==> src/rtl/i2s_tx_serializer.sv <==
// rtl/i2s_tx_serializer.sv - Philips I2S stereo transmitter with one-pair holding register.
// Optional saturating underrun counter is enabled with `define I2S_TX_UNDERRUN_CNT_EN.
module i2s_tx_serializer #(
  parameter int SLOT_BITS = 32,
  parameter int BCLK_DIV  = 4
) (
  input  logic        clk,
  input  logic        rst,
  input  logic        enable,
  input  logic [2:0]  sample_size,
  input  logic [31:0] s_left,
  input  logic [31:0] s_right,
  input  logic        s_valid,
  output logic        s_ready,
  output logic        bclk,
  output logic        ws,
  output logic        sdata,
`ifdef I2S_TX_UNDERRUN_CNT_EN
  output logic [15:0] underrun_cnt,
`endif
  output logic        underrun
);

  localparam int FRAME = 2 * SLOT_BITS;
  localparam int KW    = $clog2(FRAME);
  localparam int DW    = (BCLK_DIV > 1) ? $clog2(BCLK_DIV) : 1;
  localparam logic [5:0]    SLOT_SZ = 6'(SLOT_BITS);
  localparam logic [KW-1:0] K_LAST  = KW'(FRAME - 1);

  logic [DW-1:0] div_cnt;
  logic [KW-1:0] k;
  logic [31:0]   hold_l, hold_r, frm_l, frm_r;
  logic [5:0]    hold_size, frm_size;
  logic          hold_valid;

  logic [5:0]    size_dec;
  logic          tick, fall_tick, frame_start, accept, ws_next;
  logic [KW-1:0] k_next;
  logic [31:0]   cur_l, cur_r;
  logic [5:0]    cur_size;

  // Selects the bit for slot position kk; positions past the sample size are padding zeros.
  function automatic logic data_bit(input logic [31:0] l, input logic [31:0] r,
                                    input logic [5:0] sz, input logic [KW-1:0] kk);
    logic [6:0]  pos;
    logic [6:0]  idx;
    logic [31:0] w;
    if (7'(kk) < 7'(SLOT_BITS)) begin
      pos = 7'(kk);
      w   = l;
    end else begin
      pos = 7'(kk) - 7'(SLOT_BITS);
      w   = r;
    end
    idx = 7'(sz) - 7'd1 - pos;
    return (pos < 7'(sz)) ? w[idx[4:0]] : 1'b0;
  endfunction

  always_comb begin
    case (sample_size)
      3'd0:    size_dec = 6'd8;
      3'd1:    size_dec = 6'd12;
      3'd2:    size_dec = 6'd16;
      3'd3:    size_dec = 6'd24;
      default: size_dec = 6'd32;
    endcase
    if (size_dec > SLOT_SZ) size_dec = SLOT_SZ;
  end

  assign s_ready     = !hold_valid;
  assign accept      = s_valid && !hold_valid;
  assign tick        = enable && (div_cnt == DW'(BCLK_DIV - 1));
  assign fall_tick   = tick && bclk;
  assign k_next      = (k == K_LAST) ? '0 : k + 1'b1;
  assign frame_start = fall_tick && (k == K_LAST);
  assign ws_next     = (k_next >= KW'(SLOT_BITS - 1)) && (k_next <= KW'(FRAME - 2));

  // At frame start the new word is taken straight from the holding register (or muted).
  always_comb begin
    cur_l    = frm_l;
    cur_r    = frm_r;
    cur_size = frm_size;
    if (frame_start) begin
      cur_l    = hold_valid ? hold_l    : 32'd0;
      cur_r    = hold_valid ? hold_r    : 32'd0;
      cur_size = hold_valid ? hold_size : 6'd0;
    end
  end

  always_ff @(posedge clk) begin
    if (rst) begin
      div_cnt    <= '0;
      k          <= K_LAST;
      bclk       <= 1'b0;
      ws         <= 1'b0;
      sdata      <= 1'b0;
      underrun   <= 1'b0;
      hold_valid <= 1'b0;
      hold_l     <= '0;
      hold_r     <= '0;
      hold_size  <= '0;
      frm_l      <= '0;
      frm_r      <= '0;
      frm_size   <= '0;
    end else begin
      underrun <= frame_start && !hold_valid;
      if (accept) begin
        hold_l     <= s_left;
        hold_r     <= s_right;
        hold_size  <= size_dec;
        hold_valid <= 1'b1;
      end else if (frame_start) begin
        hold_valid <= 1'b0;
      end
      if (!enable) begin
        div_cnt <= '0;
        k       <= K_LAST;
        bclk    <= 1'b0;
        ws      <= 1'b0;
        sdata   <= 1'b0;
      end else begin
        div_cnt <= tick ? '0 : div_cnt + 1'b1;
        if (tick) bclk <= !bclk;
        if (fall_tick) begin
          k     <= k_next;
          ws    <= ws_next;
          sdata <= data_bit(cur_l, cur_r, cur_size, k_next);
        end
        if (frame_start) begin
          frm_l    <= cur_l;
          frm_r    <= cur_r;
          frm_size <= cur_size;
        end
      end
    end
  end

`ifdef I2S_TX_UNDERRUN_CNT_EN
  always_ff @(posedge clk) begin
    if (rst)
      underrun_cnt <= '0;
    else if (frame_start && !hold_valid && underrun_cnt != 16'hFFFF)
      underrun_cnt <= underrun_cnt + 16'd1;
  end
`endif

endmodule
==> config.mk <==
export PLATFORM = sky130hd
export DESIGN_NAME = i2s_tx_serializer
export DESIGN_NICKNAME = d
export VERILOG_FILES = /design/src/rtl/i2s_tx_serializer.sv
export SDC_FILE = /design/constraint.sdc
export NUM_CORES = 1
export LEC_CHECK = 0
export ABC_AREA = 1
export BUFFER_PORTS_ARGS = -buffer_cell sky130_fd_sc_hd__buf_2
export CELL_PAD_IN_SITES_DETAIL_PLACEMENT = 0
export CELL_PAD_IN_SITES_GLOBAL_PLACEMENT = 1
export CORE_MARGIN = 1
export CORE_UTILIZATION = 40
export DETAILED_ROUTE_END_ITERATION = 8
export GPL_TIMING_DRIVEN = 0
export PLACE_DENSITY = 0.86
export SLEW_MARGIN = 30
export SYNTH_ARGS = -nofsm -noshare
export SYNTH_HDL_FRONTEND = slang
export SYNTH_SLANG_ARGS = --single-unit
==> constraint.sdc <==
create_clock -name clk -period 6.3 [get_ports clk]
set_input_delay 0.315 -clock clk [delete_from_list [all_inputs] [get_ports clk]]
set_output_delay 0.315 -clock clk [all_outputs]
set_load 0.1 [all_outputs]
## Word-level counts from Yosys, hierarchy flattened

Index checks and enable logic that the tools add are counted.

- Input port bits: 71
- Output and inout port bits: 5
- Register bits: 153

- Reductions and logical operators: 13
- Bitwise operators: 1
- Muxes and demuxes: 22
- Order comparisons: 6
- Add/sub/neg operators: 5
- Eq/ne operators: 5

Operators with widths:

| operator | number |
|---|---|
| 32-bit two-way mux | 8 |
| 7-bit two-way mux | 4 |
| 6-bit two-way mux | 4 |
| 6-bit case mux with 4 select lines | 1 |
| 7-bit by 6-bit less-than comparator with 1-bit output | 1 |
| 6-bit by 6-bit subtractor with 7-bit output (second input constant) | 1 |
| 6-bit by 1-bit adder with 6-bit output (second input constant) | 1 |
| 3-bit by 2-bit equality test with 1-bit output (second input constant) | 2 |
| 6-bit equality test (second input constant) | 1 |
| 6-bit by 5-bit greater-or-equal comparator with 1-bit output (second input constant) | 1 |
| 6-bit greater-than comparator (second input constant) | 1 |
| 6-bit less-or-equal comparator (second input constant) | 1 |
| 1-bit logical AND | 6 |
| 5-bit by 6-bit less-than comparator with 1-bit output (second input constant) | 1 |
| 6-bit less-than comparator (second input constant) | 1 |
| 1-bit binary-select mux with 5-bit select | 1 |
| 5-bit by 1-bit subtractor with 5-bit output (second input constant) | 1 |
| 5-bit subtractor | 1 |
| 1-bit two-way mux | 4 |
| 3-bit by 1-bit equality test with 1-bit output (second input constant) | 1 |
| 3-bit zero test | 1 |
| 3-bit OR reduction | 1 |
| 2-bit by 1-bit adder with 2-bit output (second input constant) | 1 |
| 2-bit equality test (second input constant) | 1 |
| 5 further kinds | 6 |

## Logic depth before layout (Yosys ltp)

- Depth in word-level cells: 12
- Depth in mapped cells: 20

## Worst setup path before layout

No wires, ideal clock.

- Path kind: register to register
- From: register bclk
- To: register sdata
- Path buffers: 3
- Arrival: 3.199 ns
- Clock period less this slack: 3.260 ns
- Library setup time: 0.061 ns
- Stages on the path, launching flop included: 18
- Slack: 3.040 ns
- Required time: 6.239 ns
- Cells stage by stage: dfxtp_1 -> inv_1 -> nor2_2 -> buf_4 -> inv_2 -> nor2_4 -> buf_2 -> nor2_1 -> fa_1 -> clkbuf_1 -> inv_1 -> nand3_1 -> nand3_1 -> nand3_1 -> nand2_1 -> nand2_1 -> nand3_1 -> nand2_1

- Elaborated cells between the ends (all ways): 15
- Those cells by class: add/sub (2); order compare (1); mux (10); reduce/logical (2)

RTL lines:

| item | line | source |
|---|---|---|
| start: declaration | 15 | `output logic bclk,` |
| start signal: assignment | 123 | `if (tick) bclk <= !bclk;` |
| 1-bit logical AND (*) | 73 | `assign fall_tick = tick && bclk;` |
| 1-bit logical AND (*) | 75 | `assign frame_start = fall_tick && (k == K_LAST);` |
| 6-bit two-way mux (*) | 83 | `if (frame_start) begin` |
| named net cur_size[1] | 40 | `logic [5:0] cur_size;` |
| 5-bit by 1-bit subtractor with 5-bit output | 55 | `idx = 7'(sz) - 7'd1 - pos;` |
| 5-bit subtractor | 55 |  |
| 1-bit binary-select mux with 5-bit select | 56 | `return (pos < 7'(sz)) ? w[idx[4:0]] : 1'b0;` |
| 1-bit two-way mux (not written as such) | 56 |  |
| 1-bit two-way mux (*) | 56 |  |
| end signal: assignment | 127 | `sdata <= data_bit(cur_l, cur_r, cur_size, k_next);` |
| end: declaration | 17 | `output logic sdata,` |

The timed path passes the listed nets; every way through them passes the cells marked *. The select of a mux whose other input is x is not followed.
A chain may end at the register's enable or synchronous reset.

## Worst setup path after layout

- From: register div_cnt[0]
- To: register sdata

- Elaborated cells between the ends (all ways): 17
- Those cells by class: add/sub (2); order compare (1); eq/ne (1); mux (10); reduce/logical (3)

RTL lines:

| item | line | source |
|---|---|---|
| start: declaration | 30 | `logic [DW-1:0] div_cnt;` |
| start signal: assignment | 122 | `div_cnt <= tick ? '0 : div_cnt + 1'b1;` |
| 2-bit equality test (*) | 72 | `assign tick = enable && (div_cnt == DW'(BCLK_DIV - 1));` |
| 1-bit logical AND (*) | 72 |  |
| 1-bit logical AND (*) | 73 |  |
| 1-bit logical AND (*) | 75 |  |
| 6-bit two-way mux (*) | 83 |  |
| named net cur_size[1] | 40 |  |
| 5-bit by 1-bit subtractor with 5-bit output | 55 |  |
| 5-bit subtractor | 55 |  |
| 1-bit binary-select mux with 5-bit select | 56 |  |
| 1-bit two-way mux (not written as such) | 56 |  |
| 1-bit two-way mux (*) | 56 |  |

Marks and branches as above.

==> results.yml <==
run_status:
  status: "completed"
logic_synthesis:
  synthCells: 1010
  synth_nets: 1093
  synth_cell_types: 32
  syn-mean-instance-area_um2: 6.86
  synth-seq-cells: 151
  synthesis.area_mm2: 0.00693
  ys_warn_count: 0
  async_reset_ff_frac: 0
  yosysSeqAreaShare: 0.436
  synth_edf_count: 0
  synth_ff_type: "dfxtp_1"
worst_setup_path:
  start_kind: "flip-flop"
  required_ps: 6670
  arrival_ps: 3830
  r2r-end: "sdata"
  endpoint_kind: "flip-flop"
  crit_fanout: 10
  reg2regPathDepth: 18
  worstReg2RegStart: "div_cnt[0]"
  r2r_slack_ps: 2850
  crit_type: "flip-flop to flip-flop"
sta:
  period_share: 0.548
  hold_ws_ps: 139
  skew_ps: 9.17
  max_freq_mhz: 290
  worst_pin_slew_ps: 721
  rsz0062_at_grt: "false"
  relSlewSlack: 0.519
  fin_ws_ps: 2850
  min_period_ps: 3450
  setup_viol: 0
  maxSlewViolCount: 0
  final.setup.tns_ps: 0
  hold_violations: 0
grt:
  grt_pass1_wl_um: 32800
  antenna_found_initial: 0
  grt_usage: 0.243
  grt_pass1_vias: 6076
  grt_max_degree: 17
  grt-ovfl-total: 0
cells_and_area:
  drive_gt1_frac: 0.137
  nFillCells: 1778
  final_nets: 1187
  syn2layout_area_growth_pct: 17.9
  antennaDiodeCount: 0
detailed_routing:
  ant_nets: 0
  vias: 6557
  wl_per_cell_um: 15.3
  first_pass_iters: 5
  remaining_drc_errors: 0
  avgViaCountPerCell: 4.91
  routed_wl_um: 20400
  drt-initial-drc-count: 433
clocking:
  holdBufCountCts: 0
  cts_root_buf: "clkbuf_16"
  path_clk_slew_ps: 60
  cts_buffer_depth: 2
  cts_tree: "yes"
  clock_sinks: 151
  cts_resized: 0
  post_cts_buffers: 0
  clock_latency_ps: 420
  numCtsBuffers: 17
  htreeDepth: 4
floorplan:
  start_util: 0.414
  dieArea_mm2: 0.0179
  dieHeight_um: 134
  die_w_um: 134
  io-pin-count: 76
  rows: 47
  core_region_area_mm2: 0.0168
power:
  p_int_mw: 1.67
  seq_power_share: 0.462
  p_comb_frac: 0.067
  switching_share: 0.238
  p_switching_mw: 0.523
  leakagePower_nw: 3.65
  p_per_area_mw_per_mm2: 268
  vdd_drop_max_mv: 0.170
  clkPwrFrac: 0.471
hold_path:
  hold_depth: 3
  min_path_type: "input port to flip-flop"
  hp-start: "s_left[19]"
  hold_end: "hold_l[19]"
place:
  io_buffers: 75
  dp_hpwl_um: 15300
  gp_congestion: 0.934
  dp_slack_ps: 2850
job:
  drv_cap: 0
layout by cell type (no fill, tap or decap), types with 17 or more instances in the layout:
| master | instances |
|---|---|
| inv_1 | 70 |
| clkbuf_16 | 17 |
| buf_2 | 88 |
| nand3_1 | 101 |
| a21oi_1 | 35 |
| clkbuf_1 | 32 |
| dfxtp_1 | 151 |
| o21ai_0 | 75 |
| nand2_1 | 253 |
| nor2_1 | 183 |
synthesized netlist by cell type (8+ instances only):
| cell | instances | area (um^2) |
|---|---|---|
| a21oi_1 | 35 | 175 |
| nand4_1 | 10 | 62.6 |
| nand2_1 | 253 | 950 |
| dfxtp_1 | 151 | 3020 |
| o21ai_0 | 75 | 375 |
| nand3_1 | 101 | 505 |
| nor2_1 | 183 | 687 |
| buf_6 | 8 | 90.1 |
| inv_1 | 70 | 263 |
| buf_2 | 13 | 65.1 |
| nand3b_1 | 13 | 97.6 |
| clkbuf_1 | 32 | 120 |
| ha_1 | 11 | 138 |
kinds of logic after synthesis:
| logic type | after synthesis | synth area share |
|---|---|---|
| AOI/OAI and AO/OA | 129 | 0.0998 |
| xor gates and xnor gates | 3 | 0.00379 |
| adders and majority gates | 12 | 0.0227 |
| buffers and inverters | 140 | 0.0890 |
| DFF | 151 | 0.436 |
| and+or+nand+nor | 575 | 0.348 |
state kept, by name (all words and copies together), names as in the netlist, 2 cells and up:
register   count
hold_size      4
div_cnt        2
frm_r         32
hold_l        32
frm_l         32
frm_size       6
k              6
hold_r        32
stage by stage:
stage / instance area, um^2 / util / std cells / total power, mW
6_report: 8170 / 0.488 / 1335 / 2.19
2_1_floorplan: 6930 / - / 1010 / 1.12
3_3_place_gp: 7580 / 0.452 / 1305 / 1.18
4_1_cts: 8170 / 0.488 / 1335 / 2.21
5_1_grt: 8170 / 0.488 / 1335 / 2.27
3_5_place_dp: 7580 / 0.452 / 1305 / 1.18
critical path, stage by stage (launching register included):
cell      delay [ps]
dfxtp_1          330
ha_1             190
nand2_1           90
nor2_2           140
buf_4            230
inv_2            100
nor2_4           140
buf_2            230
nor2_1           120
fa_1             530
clkbuf_1         370
inv_1            270
nand3_1          170
nand3_1           90
nand3_1          100
nand2_1           70
nand2_1           60
nand3_1          100
nand2_1           70
power by group through the flow:
| stage | Combinational, mW | Sequential (mW) | Clock [mW] |
|---|---|---|---|
| detailed placement | 0.149 | 1.04 | 0 |
| global route | 0.171 | 1.02 | 1.09 |
| global placement | 0.147 | 1.03 | 0 |
| floorplan | 0.0914 | 1.03 | 0 |
| CTS | 0.149 | 1.01 | 1.05 |
| finish | 0.147 | 1.01 | 1.03 |
layout make-up:
cell class              instances  area, um^2  area share
multi-input cells             719        3290       0.403
flip-flops and latches        151        3020       0.370
clock buffers                  18         439      0.0537
repair buffers                 75         375      0.0459
plain buffers                  63         328      0.0401
inverters                      77         289      0.0354
well taps                     220         275      0.0337
clock inverters                12         154      0.0188
per-layer routing:
layer  global-route usage  vias up  share of wire
li1                     -     3391              -
met1                0.330     2947           0.48
met2                0.376      189           0.44
met3               0.0578       30          0.059
met4               0.0833        0          0.022
met5                    0        -              0
worst max-delay path by stage:
stage	slack, ps	from	endpoint	depth (start not counted)
6_report	2850	div_cnt[0]	sdata	18
3_5_place_dp	2850	div_cnt[0]	sdata	18
3_3_place_gp	2840	div_cnt[0]	sdata	18
5_1_grt	2570	div_cnt[0]	sdata	18
2_1_floorplan	3040	bclk	sdata	17
4_1_cts	2830	div_cnt[0]	sdata	18
(Power assumes the default switching activity.)
